File: config.mk
export PLATFORM = sky130hd
export DESIGN_NAME = hazard_ctrl_unit
export DESIGN_NICKNAME = d
export VERILOG_FILES = /design/src/rtl/hazard_pkg.sv /design/src/rtl/forward_sel_unit.sv /design/src/rtl/hazard_ctrl_unit.sv
export SDC_FILE = /design/constraint.sdc
export NUM_CORES = 1
export LEC_CHECK = 0
export CORE_MARGIN = 5
export CORE_UTILIZATION = 35
export CTS_CLUSTER_DIAMETER = 100
export DETAILED_ROUTE_END_ITERATION = 8
export PLACE_DENSITY = 0.8
export SYNTH_ARGS = -nofsm -noshare
export SYNTH_HDL_FRONTEND = slang
export SYNTH_HIERARCHICAL = 1
export SYNTH_SLANG_ARGS = --single-unit
File: constraint.sdc
create_clock -name clk -period 2.1 [get_ports clk]
set_input_delay 0.42 -clock clk [delete_from_list [all_inputs] [get_ports clk]]
set_output_delay 0.42 -clock clk [all_outputs]
set_load 0.02 [all_outputs]
File: src/rtl/hazard_pkg.sv
// Shared definitions for the pipeline hazard controller: forwarding-select
// encodings, memory-wait FSM states and the pipeline control bundle.
package hazard_pkg;

  localparam int DEF_REG_ADDR_W = 5;

  localparam logic [1:0] FWD_ID  = 2'b00;
  localparam logic [1:0] FWD_MEM = 2'b01;
  localparam logic [1:0] FWD_WB  = 2'b10;

  typedef enum logic {
    RUN      = 1'b0,
    MEM_WAIT = 1'b1
  } hz_state_e;

  typedef struct packed {
    logic pc_en;
    logic ifid_en;
    logic idex_en;
    logic exmem_en;
    logic memwb_en;
    logic ifid_flush;
    logic idex_flush;
  } pipe_ctrl_t;

  localparam pipe_ctrl_t CTRL_RUN    = '{1'b1, 1'b1, 1'b1, 1'b1, 1'b1, 1'b0, 1'b0};
  localparam pipe_ctrl_t CTRL_FREEZE = '{1'b0, 1'b0, 1'b0, 1'b0, 1'b0, 1'b0, 1'b0};
  localparam pipe_ctrl_t CTRL_FLUSH  = '{1'b1, 1'b1, 1'b1, 1'b1, 1'b1, 1'b1, 1'b1};
  localparam pipe_ctrl_t CTRL_BUBBLE = '{1'b0, 1'b0, 1'b1, 1'b1, 1'b1, 1'b0, 1'b1};

endpackage

File: src/rtl/forward_sel_unit.sv
// Per-operand forwarding select: picks the youngest in-flight producer of the
// EX source register, never forwarding x0.
module forward_sel_unit
  import hazard_pkg::*;
#(
  parameter int REG_ADDR_W = DEF_REG_ADDR_W
) (
  input  logic [REG_ADDR_W-1:0] i_src,
  input  logic [REG_ADDR_W-1:0] i_mem_rd,
  input  logic                  i_mem_reg_write,
  input  logic [REG_ADDR_W-1:0] i_wb_rd,
  input  logic                  i_wb_reg_write,
  output logic [1:0]            o_fwd_sel
);

  always_comb begin
    // NOTE: every always_comb output gets a default first so no path can infer a latch.
    o_fwd_sel = FWD_ID;
    if (i_mem_reg_write && (i_mem_rd != '0) && (i_mem_rd == i_src)) begin
      o_fwd_sel = FWD_MEM;
    end else if (i_wb_reg_write && (i_wb_rd != '0) && (i_wb_rd == i_src)) begin
      o_fwd_sel = FWD_WB;
    end
  end

endmodule

File: src/rtl/hazard_ctrl_unit.sv
// 5-stage pipeline hazard controller: forwarding, load-use bubbles, branch
// flushes, memory-wait freeze with timeout watchdog. Define HAZARD_PERF_CNT_EN to build the counters.
module hazard_ctrl_unit
  import hazard_pkg::*;
#(
  parameter int REG_ADDR_W  = DEF_REG_ADDR_W,
  parameter int MEM_TIMEOUT = 255,
  parameter int CNT_W       = 32
) (
  input  logic                  clk,
  input  logic                  rst,
  input  logic [REG_ADDR_W-1:0] id_rs1,
  input  logic [REG_ADDR_W-1:0] id_rs2,
  input  logic                  id_use_rs1,
  input  logic                  id_use_rs2,
  input  logic [REG_ADDR_W-1:0] ex_rs1,
  input  logic [REG_ADDR_W-1:0] ex_rs2,
  input  logic [REG_ADDR_W-1:0] ex_rd,
  input  logic                  ex_reg_write,
  input  logic                  ex_mem_read,
  input  logic                  ex_branch_taken,
  input  logic [REG_ADDR_W-1:0] mem_rd,
  input  logic                  mem_reg_write,
  input  logic                  mem_access,
  input  logic                  mem_ready,
  input  logic [REG_ADDR_W-1:0] wb_rd,
  input  logic                  wb_reg_write,
  output logic [1:0]            fwd_a_sel,
  output logic [1:0]            fwd_b_sel,
  output logic                  pc_en,
  output logic                  ifid_en,
  output logic                  idex_en,
  output logic                  exmem_en,
  output logic                  memwb_en,
  output logic                  ifid_flush,
  output logic                  idex_flush,
  output logic                  mem_timeout,
  output logic [CNT_W-1:0]      stall_cycles,
  output logic [CNT_W-1:0]      flush_count
);

  localparam int              WAIT_W   = $clog2(MEM_TIMEOUT + 1);
  localparam logic [WAIT_W-1:0] WAIT_MAX = WAIT_W'(MEM_TIMEOUT);

  logic [1:0]        w_fwd_a;
  logic [1:0]        w_fwd_b;
  logic              w_freeze;
  logic              w_load_use;
  pipe_ctrl_t        w_ctrl;
  hz_state_e         r_state;
  hz_state_e         w_state_nxt;
  logic [WAIT_W-1:0] r_wait_cnt;
  logic [WAIT_W-1:0] w_wait_cnt_nxt;
  logic              r_mem_timeout;

  // No hazard decision depends on whether the EX instruction writes rd.
  logic w_unused_ex_reg_write;
  assign w_unused_ex_reg_write = ex_reg_write;

  forward_sel_unit #(.REG_ADDR_W(REG_ADDR_W)) u_fwd_a (
    .i_src          (ex_rs1),
    .i_mem_rd       (mem_rd),
    .i_mem_reg_write(mem_reg_write),
    .i_wb_rd        (wb_rd),
    .i_wb_reg_write (wb_reg_write),
    .o_fwd_sel      (w_fwd_a)
  );

  forward_sel_unit #(.REG_ADDR_W(REG_ADDR_W)) u_fwd_b (
    .i_src          (ex_rs2),
    .i_mem_rd       (mem_rd),
    .i_mem_reg_write(mem_reg_write),
    .i_wb_rd        (wb_rd),
    .i_wb_reg_write (wb_reg_write),
    .o_fwd_sel      (w_fwd_b)
  );

  assign fwd_a_sel = rst ? FWD_ID : w_fwd_a;
  assign fwd_b_sel = rst ? FWD_ID : w_fwd_b;

  assign w_freeze   = mem_access && !mem_ready;
  assign w_load_use = ex_mem_read && (ex_rd != '0) &&
                      ((id_use_rs1 && (ex_rd == id_rs1)) ||
                       (id_use_rs2 && (ex_rd == id_rs2)));

  // Strict priority: reset bubbles, freeze, taken branch, load-use bubble.
  always_comb begin
    w_ctrl = CTRL_RUN;
    if (rst) begin
      w_ctrl = CTRL_FLUSH;
    end else if (w_freeze) begin
      w_ctrl = CTRL_FREEZE;
    end else if (ex_branch_taken) begin
      w_ctrl = CTRL_FLUSH;
    end else if (w_load_use) begin
      w_ctrl = CTRL_BUBBLE;
    end
  end

  assign pc_en      = w_ctrl.pc_en;
  assign ifid_en    = w_ctrl.ifid_en;
  assign idex_en    = w_ctrl.idex_en;
  assign exmem_en   = w_ctrl.exmem_en;
  assign memwb_en   = w_ctrl.memwb_en;
  assign ifid_flush = w_ctrl.ifid_flush;
  assign idex_flush = w_ctrl.idex_flush;

  // Leaving MEM_WAIT whenever the freeze is gone also covers mem_access dropping.
  always_comb begin
    w_state_nxt    = r_state;
    w_wait_cnt_nxt = r_wait_cnt;
    case (r_state)
      RUN: begin
        if (w_freeze) begin
          w_state_nxt    = MEM_WAIT;
          w_wait_cnt_nxt = WAIT_W'(1);
        end
      end
      MEM_WAIT: begin
        if (!w_freeze) begin
          w_state_nxt    = RUN;
          w_wait_cnt_nxt = '0;
        end else if (r_wait_cnt != WAIT_MAX) begin
          w_wait_cnt_nxt = r_wait_cnt + WAIT_W'(1);
        end
      end
    endcase
  end

  always_ff @(posedge clk) begin
    // NOTE: state flops use non-blocking assignments so every register samples pre-edge values.
    if (rst) begin
      r_state       <= RUN;
      r_wait_cnt    <= '0;
      r_mem_timeout <= 1'b0;
    end else begin
      r_state       <= w_state_nxt;
      r_wait_cnt    <= w_wait_cnt_nxt;
      r_mem_timeout <= r_mem_timeout || (w_wait_cnt_nxt == WAIT_MAX);
    end
  end

  assign mem_timeout = r_mem_timeout;

`ifdef HAZARD_PERF_CNT_EN
  logic [CNT_W-1:0] r_stall_cycles;
  logic [CNT_W-1:0] r_flush_count;

  // Outside reset, ifid_flush is high only when the branch flush wins priority.
  always_ff @(posedge clk) begin
    if (rst) begin
      r_stall_cycles <= '0;
      r_flush_count  <= '0;
    end else begin
      if (!w_ctrl.pc_en && (r_stall_cycles != '1)) begin
        r_stall_cycles <= r_stall_cycles + CNT_W'(1);
      end
      if (w_ctrl.ifid_flush && (r_flush_count != '1)) begin
        r_flush_count <= r_flush_count + CNT_W'(1);
      end
    end
  end

  assign stall_cycles = r_stall_cycles;
  assign flush_count  = r_flush_count;
`else
  assign stall_cycles = '0;
  assign flush_count  = '0;
`endif

endmodule

==> impl_metrics.tcl <==
set metrics [dict create \
    synth-seq-cells 10 \
    yosysMostFrequentCell "buf_4" \
    synth-edff-count 0 \
    drtAntennaViolNets 0 \
    grt_pass1_vias 1508 \
    synth_area_leader_cell "buf_4" \
    clockPowerShare_pct 32.3 \
    min_delay_worst_endpoint "mem_timeout" \
    use_met1_pct 14.9 \
    max_freq_mhz 477 \
    r2r_start "r_wait_cnt[1]" \
    synthTopCellsByCount "67 x buf_4, 15 x xor2_1, 13 x xnor2_1, 10 x dfxtp_1, 10 x nand3_1" \
    placed_area_mm2 0.00210 \
    cts_root_buf "clkbuf_8" \
    start_kind "primary input" \
    core_area_mm2 0.00463 \
    cts_sinks 10 \
    drive_above_1_share_pct 26.1 \
    portBuffers 56 \
    via_count 1513 \
    r2r_end "mem_timeout" \
    ys_types 47 \
    crit_fanout 2 \
    drt-initial-drc-count 69 \
    grt_usage_pct 13.0 \
    drcViolationCount 0 \
    hold_start "mem_timeout" \
    finalSetupTns_ns 0 \
    htreeDepth 1 \
    hold_viol 0 \
    n_antenna_cell 0 \
    grt_max_degree 14 \
    drv_cap 0 \
    cts_setup_buffers 0 \
    critPathKind "primary input to output pin" \
    fp.dieW_um 78.5 \
    ir_drop_uv 157 \
    synthFlopType "dfxtp_1" \
    hold_depth 2 \
    wl_per_cell_um 13.2 \
    cts_buffers 3 \
    drt_first_pass_iters 4 \
    p_int_w 0.000485 \
    clk_pin_slew_ns 0.05 \
    die_area_mm2 0.00616 \
    synth.area.top_cells "buf_4 31%, dfxtp_1 12%, xor2_1 8.0%, xnor2_1 6.9%, nand3_1 3.0%" \
    synth-warning-count 6 \
    clk_latency_ns 0.25 \
    dpl.hpwl_um 3630 \
    endpoint_kind "output pin" \
    power.share.switching_pct 38.8 \
    status "finished clean" \
    antenna_found_initial 0 \
    num_io_pins 122 \
    period_share_pct 99.9 \
    initial_utilization_pct 35.5 \
    worstRegToRegCells 6 \
    num_rows 25 \
    grtUsageMet3_pct 3.56 \
    gp_congestion 0.910 \
    p_leak_nw 0.983 \
    synth_area_mm2 0.00164 \
    die_height_um 78.5 \
    power.density_mw_per_mm2 370 \
    min_period_ns 2.10 \
    ys_async_sr_fraction_pct 0 \
    viasPerCell 4.53 \
    overflow 0 \
    timing.final.ws_setup_ns 0.00182 \
    synthCells 213 \
    met2_usage_pct 24.0 \
    startpoint "id_rs1[0]" \
    clockBufferDepth 2 \
    cts_tree "yes" \
    pwr-share-comb_pct 43.1 \
    nets 328 \
    area_growth_pct 30.6 \
    skew_ns 0.00179 \
    dp_slack_ns -0.909 \
    cp.arrival_ns 1.68 \
    grt_setup_unrepaired "true" \
    setup_violations 0 \
    grt_pass1_wl_um 6620 \
    seqPwrFrac_pct 24.6 \
    switchingPower_w 0.000307 \
    syn_avg_cell_area_um2 7.71 \
    hold_buffers 0 \
    min_path_type "flip-flop to flip-flop" \
    final_area_mm2 0.00214 \
    globalRoute.busiestLayer "met2" \
    slew_violations 0 \
    synth_top_area_share_pct 30.6 \
    totalWireLength_um 4420 \
    cp_data_required_time_ns 1.68 \
    ys_seq_area_share_pct 12.2 \
    r2r_slack_ns 0.17 \
]
stage by stage:
stage	total power (W)	cells	util [%]	hold slack, ns
2_1_floorplan	0.000480	276	-	0.492
3_3_place_gp	0.000538	330	45.3	0.461
3_5_place_dp	0.000544	330	45.3	0.468
4_1_cts	0.000782	334	45.8	0.477
5_1_grt	0.000828	334	46.3	0.496
6_report	0.000792	334	46.3	0.469
placed cells by master, fill, tap and decap left out, types with 5 or more instances in the layout:
cell             count
conb_1              64
buf_4               17
xor2_1              15
dlygate4sd2_1       11
xnor2_1             10
nand3_1             10
clkdlybuf4s50_1     10
clkbuf_2            10
dfxtp_1             10
buf_2                8
nand2_1              7
inv_1                6
a21oi_1              6
buf_6                6
nor2b_1              5
nor2_1               5
cells by family after synthesis:
family	Yosys count	synth area share (%)
fa+ha+maj	1	0.762
other cells	1	0.228
compound gates	33	15.7
buf+inv	77	33.1
flops	10	12.2
simple gates	63	23.1
xor+xnor	28	14.9
state kept, by name (all words and copies together), names as in the netlist:
name         flops
r_wait_cnt       8
r_state          1
mem_timeout      1
how the worst max path moves through the flow:
stage / to / slack (ns) / cells after the start
6_report: pc_en / 0.002 / 6
3_5_place_dp: idex_flush / -0.91 / 7
4_1_cts: pc_en / 0.003 / 7
2_1_floorplan: idex_flush / 0.10 / 5
5_1_grt: pc_en / -0.06 / 7
3_3_place_gp: idex_flush / -0.75 / 7
power groups by stage:
stage	registers (W)	logic (W)	clock network [W]
after floorplan	0.000200	0.000279	0
after global placement	0.000199	0.000340	0
after detailed placement	0.000199	0.000345	0
after CTS	0.000195	0.000327	0.000260
after global routing	0.000195	0.000366	0.000267
final	0.000195	0.000341	0.000256
per-layer routing:
| layer | part of all wire (%) | vias to the layer above |
|---|---|---|
| li1 | - | 744 |
| met1 | 38 | 704 |
| met2 | 54 | 63 |
| met3 | 7.0 | 2 |
| met4 | 0.38 | 0 |
| met5 | 0 | - |
area by class of cell:
cell class                      count  area [um^2]
Multi-Input combinational cell    189         1210
Fill cell                         468         2490
Timing Repair Buffer               71          587
Sequential cell                    10          200
Clock buffer                        4         55.1
Tap cell                           54         67.6
Inverter                            6         22.5
what timing repair did:
action                                  CTS  global route
gates resized for setup                 113            44
endpoints found under the setup margin   11            12
pin swaps                                20            18
critical path: stages:
cell and delay (ns):
clkdlybuf4s50_1 0.47, xnor2_1 0.12, and3_1 0.20, o221ai_2 0.11, a21o_1 0.22, buf_6 0.14
No activity file was read; power rests on OpenSTA's default activity.
